===== config.mk =====
export PLATFORM = sky130hd
export DESIGN_NAME = ob_cmd_ingress
export DESIGN_NICKNAME = d
export VERILOG_FILES = /design/src/rtl/ob_pkg.sv /design/src/rtl/ob_cmd_fifo.sv /design/src/rtl/ob_cmd_ingress.sv
export SDC_FILE = /design/constraint.sdc
export NUM_CORES = 1
export LEC_CHECK = 0
export BUFFER_PORTS_ARGS = -buffer_cell sky130_fd_sc_hd__buf_2
export CORE_ASPECT_RATIO = 1.5
export CORE_MARGIN = 5
export CORE_UTILIZATION = 55
export CTS_CLUSTER_DIAMETER = 100
export CTS_CLUSTER_SIZE = 12
export DETAILED_ROUTE_END_ITERATION = 16
export HOLD_SLACK_MARGIN = 0.06
export PLACE_DENSITY = 0.78
export SYNTH_ARGS = -nofsm -noshare
export SYNTH_HDL_FRONTEND = slang
export SYNTH_HIERARCHICAL = 1
export SYNTH_SLANG_ARGS = --single-unit

===== constraint.sdc =====
create_clock -name clk -period 6.4 [get_ports clk]
set_input_delay 0.32 -clock clk [delete_from_list [all_inputs] [get_ports clk]]
set_output_delay 0.32 -clock clk [all_outputs]
set_load 0.02 [all_outputs]

===== src/rtl/ob_pkg.sv =====
// rtl/ob_pkg.sv - shared order-book command/response types and classification helper
//
// Provides opcode_t, status_t, cmd_t, rsp_t, cmd_class_t, UID_RESERVED and
// classify(), which maps a command to Forward / Drop / Reject.
package ob_pkg;

  typedef enum logic [3:0] {
    Op_Nop       = 4'd0,
    Op_QryBidAsk = 4'd1,
    Op_Buy       = 4'd2,
    Op_Sell      = 4'd3,
    Op_Cancel    = 4'd4
  } opcode_t;

  typedef enum logic [1:0] {
    S_Ok     = 2'd0,
    S_Reject = 2'd1
  } status_t;

  typedef struct packed {
    logic [31:0] uid;
    opcode_t     opcode;
    logic [31:0] price;
    logic [31:0] quantity;
  } cmd_t;

  typedef struct packed {
    logic [31:0] uid;
    status_t     status;
    logic [31:0] result;
  } rsp_t;

  typedef enum logic [1:0] {
    CLS_Fwd    = 2'd0,
    CLS_Drop   = 2'd1,
    CLS_Reject = 2'd2
  } cmd_class_t;

  localparam logic [31:0] UID_RESERVED = '1;

  // Nop is checked first: a Nop is silently dropped even with a reserved uid.
  function automatic cmd_class_t classify(input cmd_t c);
    cmd_class_t cls;
    cls = CLS_Fwd;
    if (c.opcode == Op_Nop) begin
      cls = CLS_Drop;
    end else if ((c.uid == UID_RESERVED) ||
                 (c.opcode < Op_QryBidAsk) || (c.opcode > Op_Cancel) ||
                 (((c.opcode == Op_Buy) || (c.opcode == Op_Sell)) &&
                  (c.quantity == 32'd0))) begin
      cls = CLS_Reject;
    end
    return cls;
  endfunction

endpackage


===== src/rtl/ob_cmd_fifo.sv =====
// rtl/ob_cmd_fifo.sv - synchronous FIFO with valid/ready on both sides
//
// Ports:
//   clk, arst_n           clock, asynchronous active-low reset
//   s_tdata/tvalid/tready write side (tready = not full, no bypass when full)
//   m_tdata/tvalid/tready read side (m_tdata = head entry, stable until popped)
//   count                 number of stored entries, 0..DEPTH
module ob_cmd_fifo #(
  parameter int WIDTH = 8,
  parameter int DEPTH = 4
) (
  input  logic                     clk,
  input  logic                     arst_n,
  input  logic [WIDTH-1:0]         s_tdata,
  input  logic                     s_tvalid,
  output logic                     s_tready,
  output logic [WIDTH-1:0]         m_tdata,
  output logic                     m_tvalid,
  input  logic                     m_tready,
  output logic [$clog2(DEPTH):0]   count
);

  localparam int AW = $clog2(DEPTH);

  // Pointers carry one extra MSB: equal low bits with differing MSB means full.
  logic [AW:0]      wr_ptr;
  logic [AW:0]      rd_ptr;
  logic [WIDTH-1:0] mem [DEPTH];
  logic             full;
  logic             empty;
  logic             push;
  logic             pop;

  assign full     = (wr_ptr[AW] != rd_ptr[AW]) && (wr_ptr[AW-1:0] == rd_ptr[AW-1:0]);
  assign empty    = (wr_ptr == rd_ptr);
  assign s_tready = !full;
  assign m_tvalid = !empty;
  assign m_tdata  = mem[rd_ptr[AW-1:0]];
  assign count    = wr_ptr - rd_ptr;
  assign push     = s_tvalid && s_tready;
  assign pop      = m_tvalid && m_tready;

  always_ff @(posedge clk or negedge arst_n) begin
    if (!arst_n) begin
      wr_ptr <= '0;
      rd_ptr <= '0;
    end else begin
      if (push) wr_ptr <= wr_ptr + {{AW{1'b0}}, 1'b1};
      if (pop)  rd_ptr <= rd_ptr + {{AW{1'b0}}, 1'b1};
    end
  end

  // Storage needs no reset; the head is only observed while m_tvalid is high.
  always_ff @(posedge clk) begin
    if (push) mem[wr_ptr[AW-1:0]] <= s_tdata;
  end

endmodule


===== src/rtl/ob_cmd_ingress.sv =====
// rtl/ob_cmd_ingress.sv - command ingress: classify, buffer forwards, hold one reject
//
// Optional feature macro: OB_CMD_INGRESS_STATS_EN adds stat_fwd/stat_drop/stat_rej.
// Ports:
//   clk, arst_n                      clock, asynchronous active-low reset
//   cmd_vld, cmd, cmd_accept         upstream command handshake
//   core_vld, core_cmd, core_accept  FIFO head towards the order-book core
//   rej_vld, rej_rsp, rej_accept     single-entry reject response slot
//   occupancy                        buffered command count
//   stat_fwd, stat_drop, stat_rej    saturating acceptance counters (optional)
module ob_cmd_ingress
  import ob_pkg::*;
#(
  parameter int FIFO_DEPTH = 4
) (
  input  logic                          clk,
  input  logic                          arst_n,
  input  logic                          cmd_vld,
  input  cmd_t                          cmd,
  output logic                          cmd_accept,
  output logic                          core_vld,
  output cmd_t                          core_cmd,
  input  logic                          core_accept,
  output logic                          rej_vld,
  output rsp_t                          rej_rsp,
  input  logic                          rej_accept,
`ifdef OB_CMD_INGRESS_STATS_EN
  output logic [31:0]                   stat_fwd,
  output logic [31:0]                   stat_drop,
  output logic [31:0]                   stat_rej,
`endif
  output logic [$clog2(FIFO_DEPTH):0]   occupancy
);

  typedef enum logic {
    REJ_IDLE    = 1'b0,
    REJ_PENDING = 1'b1
  } rej_state_t;

  rej_state_t rej_state;
  logic       run_q;
  logic       fifo_ready;
  logic       take;
  logic       fwd_push;
  cmd_class_t cls;

  // run_q keeps cmd_accept low while reset is held and until the first edge
  // after release; cmd contents never feed cmd_accept.
  assign cmd_accept = run_q && fifo_ready && !rej_vld;
  assign take       = cmd_vld && cmd_accept;
  assign cls        = classify(cmd);
  assign fwd_push   = take && (cls == CLS_Fwd);

  ob_cmd_fifo #(
    .WIDTH ($bits(cmd_t)),
    .DEPTH (FIFO_DEPTH)
  ) u_fifo (
    .clk      (clk),
    .arst_n   (arst_n),
    .s_tdata  (cmd),
    .s_tvalid (fwd_push),
    .s_tready (fifo_ready),
    .m_tdata  (core_cmd),
    .m_tvalid (core_vld),
    .m_tready (core_accept),
    .count    (occupancy)
  );

  always_ff @(posedge clk or negedge arst_n) begin
    if (!arst_n) begin
      run_q     <= 1'b0;
      rej_state <= REJ_IDLE;
      rej_vld   <= 1'b0;
      rej_rsp   <= '0;
    end else begin
      run_q <= 1'b1;
      case (rej_state)
        REJ_IDLE: begin
          if (take && (cls == CLS_Reject)) begin
            rej_state      <= REJ_PENDING;
            rej_vld        <= 1'b1;
            rej_rsp.uid    <= cmd.uid;
            rej_rsp.status <= S_Reject;
            rej_rsp.result <= '0;
          end
        end
        REJ_PENDING: begin
          if (rej_accept) begin
            rej_state <= REJ_IDLE;
            rej_vld   <= 1'b0;
          end
        end
        default: begin
          rej_state <= REJ_IDLE;
          rej_vld   <= 1'b0;
        end
      endcase
    end
  end

`ifdef OB_CMD_INGRESS_STATS_EN
  function automatic logic [31:0] sat_inc(input logic [31:0] v);
    return (v == '1) ? v : v + 32'd1;
  endfunction

  always_ff @(posedge clk or negedge arst_n) begin
    if (!arst_n) begin
      stat_fwd  <= '0;
      stat_drop <= '0;
      stat_rej  <= '0;
    end else if (take) begin
      case (cls)
        CLS_Fwd:    stat_fwd  <= sat_inc(stat_fwd);
        CLS_Drop:   stat_drop <= sat_inc(stat_drop);
        CLS_Reject: stat_rej  <= sat_inc(stat_rej);
        default:    ;
      endcase
    end
  end
`endif

endmodule


==> metrics.md <==
| Metric | Value |
|---|---|
| Status | complete, no violations |
| Hold crit path type | primary input to flip-flop |
| Root buf cell | clkbuf_16 |
| Post-CTS sizing | 0 |
| Sequential Power Share | 42.2% |
| CP Capture Type | flip-flop |
| Fin. max-slew vios | 0 |
| Slowest cell on crit path | dfrtp_4 |
| Hold Fails Final Rpt | 0 |
| Clock Power Share | around a quarter |
| First-pass GRT wire length | around 54000 um |
| Clock net sink count | between 400 and 500 |
| Buf/Inv on CP | 1 |
| Post-CTS setup buffers | 0 |
| Critical path startpoint category | flip-flop |
| DRT iter0 DRCs | a little over 500 |
| RSZ-0062 raised after global routing | false |
| Synth Cell Area | roughly 17000 um2 |
| Via Count | between 8k and 9k |
| Switch share | about a third |
| Clk pin slew, worst setup/hold paths | 0.06 ns |
| DRC violations left | 0 |
| Max incr delay on CP | 0.87 ns |
| Worst slew margin | a little under a third |
| Share of post-route cells with drive strength above 1 | between 40% and 50% |
| # setup viols final | 0 |
| Total GRT Usage | 20.56% |
| H-Tree Depth | 2 |
| Flop2flop setup slack | approximately 2.3 ns |
| Busiest grt layer | met2 |
| WL/cell | 23.49 um |
| Ports | between 200 and 300 |
| Detail Route Antenna Nets | 0 |
| Maximum fanout along the worst path | 48 |
| Crit path DAT | around 4.2 ns |
| Die footprint | around 34000 um2 |
| Met1 GRT Util | 27.11% |
| Required time worst endpoint | 6.58 ns |
| First-pass DRT Iterations | 5 |
| Sum Neg Setup Slack | 0 ns |
| Hold Path Origin | cmd[0] |
| Port Buffers | about 240 |
| Met3 Use GR | between 4 and 5% |
| Cell Pwr Density | just over 400 nW/um2 |
| Combinational power share | a little under a third |
| Final Wtd Congestion | slightly below 0.8 |
| Yosys warns | 6 |
| Largest net degree at the start of global routing | between 60 and 70 |
| Sequential-to-total area share from yosys stat | around 78% |
| Commonest non-fill, non-tap cell in the layout | edfxtp_1 |
| Placement Rows | 78 |
| Crit path kind | flip-flop to flip-flop |
| Layout Skew | around 0.012 ns |
| Die width | roughly 150 um |
| Critical Path, Cell by Cell | ha_1 -> nand3_1 -> and3b_1 -> nand2_1 -> nor3_1 -> and3_4 -> buf_4 |
| Commonest non-fill, non-tap cells in the layout | edfxtp_1 (400), buf_2 (243), mux4_2 (100) |
| Psw | around 2.6 mW |
| Initial Util | 55.63% |
| Post-synthesis cell type count | 32 |
| Clock Latency Late Sink | approximately 0.53 ns |
| Cells after synthesis | 710 |
| GRT Residual Overflow | 0 |
| CTS Buf Count | 42 |
| Mapped Avg Cell Area | 23.63 um2 |
| Synth-to-Final Area Change | 21.80% |
| Clock period minus final worst setup slack | 4.059 ns |
| Lkg Pwr | 7.326 nW |
| TritonCTS clock tree | yes |
| Fmax | roughly 250 MHz |
| Finished Layout Cells | between 1k and 1.5k |
| Crit path max-delay family | simple AND/OR/NAND/NOR gates |
| Chip height | 223.9 um |
| Crit path launch | u_fifo/rd_ptr[0] |
| Initial antenna violation count | 3 |
| Max-cap violations | 0 |
| Final period util | roughly 63% |
| Final-stage net count | about 1.2k |
| DP Wirelength | 21700 um |
| Int Power | a little under 6 mW |
| R2r startpoint | u_fifo/rd_ptr[0] |
| Via density | approximately 5.5 |
| Final WL | ~35000 um |
| Maximum clock path buffer count | 3 |
| Met2 usage in global routing | about a third |
| Max VDD drop | roughly 410 uV |
| Placed Cells | roughly 1.3k |
| Core Footprint | slightly above 30000 um2 |
| Vias in the first global route | between 8k and 9k |
| Synth Register Bits | between 400 and 500 |
| Worst Max-Slew Pin Slew | 1.028 ns |
-- metal layers --
layer	part of all wire, %	wire (um)	up-vias
met5	0	0	-
met4	2.9	1013	0
met3	6.4	2236	54
met2	52	18380	315
met1	39	13560	4258
li1	-	-	3615
-- synth_stat cells --
cell,instances,area [um2]
o21ai_4,1,16.27
nand2_1,10,37.54
xor2_1,2,17.52
nor3_2,1,10.01
o21ai_1,1,5.000
o21ai_0,3,15.01
nor2_1,1,3.750
o21ai_2,1,8.760
mux2_4,27,405.4
and3b_1,1,8.760
mux2i_1,1,10.01
fa_1,1,20.02
nand2b_1,1,6.260
conb_1,2,7.510
nand3_1,3,15.01
xnor2_1,4,35.03
and3_1,4,25.02
mux4_2,100,2252
nor4b_2,1,15.01
nand4_1,9,56.30
edfxtp_1,400,12010
inv_1,7,26.28
nor3_1,3,15.01
a211o_1,1,8.760
ha_1,7,87.58
mux2_2,8,90.09
buf_6,13,146.4
dfrtp_1,42,1051
nor4_1,10,62.56
buf_2,10,50.05
buf_4,33,247.7
clkbuf_1,2,7.510
-- final cells by class --
| class | instances | area [um2] |
|---|---|---|
| inverter | 7 | 26.28 |
| clock buffer | 61 | 1196 |
| tap | 400 | 500.5 |
| sequential | 442 | 13070 |
| antenna | 3 | 7.507 |
| multi-input combinational | 235 | 3374 |
| fill | 1883 | 9724 |
| timing repair buffer | 350 | 2257 |
-- sequential cells by signal, summed over array words and instances, names as in the netlist --
signal / count
run_q: 1
u_fifo/rd_ptr: 3
rej_state: 1
u_fifo/mem: 400
rej_rsp: 33
u_fifo/wr_ptr: 3
rej_vld: 1
-- through the flow --
step	setup slack, ns	utilization, %	power, mW	hold slack (ns)	instance area (um2)
after floorplan	1.432	-	5.441	0.02441	16900
final	2.341	67.75	8.406	0.07738	20430
after global placement	2.406	60.61	6.195	0.4435	18280
after global routing	2.084	67.75	8.781	0.07685	20430
after detailed placement	2.270	60.61	6.231	0.4520	18280
after CTS	2.262	67.73	8.505	0.06612	20420
-- path summary, 6_finish.rpt --
check,to,cells after the start
max,u_fifo/mem[1][49],7
min,u_fifo/mem[1][0],1
max reg2reg,u_fifo/mem[1][49],7
min reg2reg,rej_rsp[32],1
max in group asynchronous,u_fifo/rd_ptr[0],2
min in group asynchronous,rej_rsp[32],2
-- kinds of logic (layout without fill, tap and decap cells) --
family / after synthesis / after routing / share of synthesized area [%]
AO/OA/AOI/OAI: 7 / 7 / 0.3207
XOR/XNOR: 6 / 6 / 0.3133
adder cells (fa/ha/maj): 8 / 8 / 0.6414
buffers and inverters: 65 / 418 / 2.849
flip-flops: 442 / 442 / 77.87
multiplexers: 136 / 136 / 16.44
other: 2 / 37 / 0.04477
AND/OR/NAND/NOR: 44 / 44 / 1.522
-- worst register-to-register path: cells and delay by family, from the launching register on --
kind          cells  cell delay, ns
buf+inv           1            0.52
flops             1            0.87
simple gates      5            1.89
fa+ha+maj         1            0.42
-- power groups by stage --
| stage | sequential (mW) | combinational (mW) | clock [mW] |
|---|---|---|---|
| 6_report | 3.55 | 2.64 | 2.22 |
| 5_1_grt | 3.58 | 2.80 | 2.39 |
| 4_1_cts | 3.55 | 2.68 | 2.28 |
| 3_5_place_dp | 3.61 | 2.62 | 0 |
| 3_3_place_gp | 3.60 | 2.60 | 0 |
| 2_1_floorplan | 3.62 | 1.82 | 0 |
-- repair_timing --
action	4_1_cts	5_1_grt
setup endpoints to repair	0	0
hold endpoints to repair	408	0
hold buffers	95	0
Note: power is estimated with default switching activity, not from simulation.
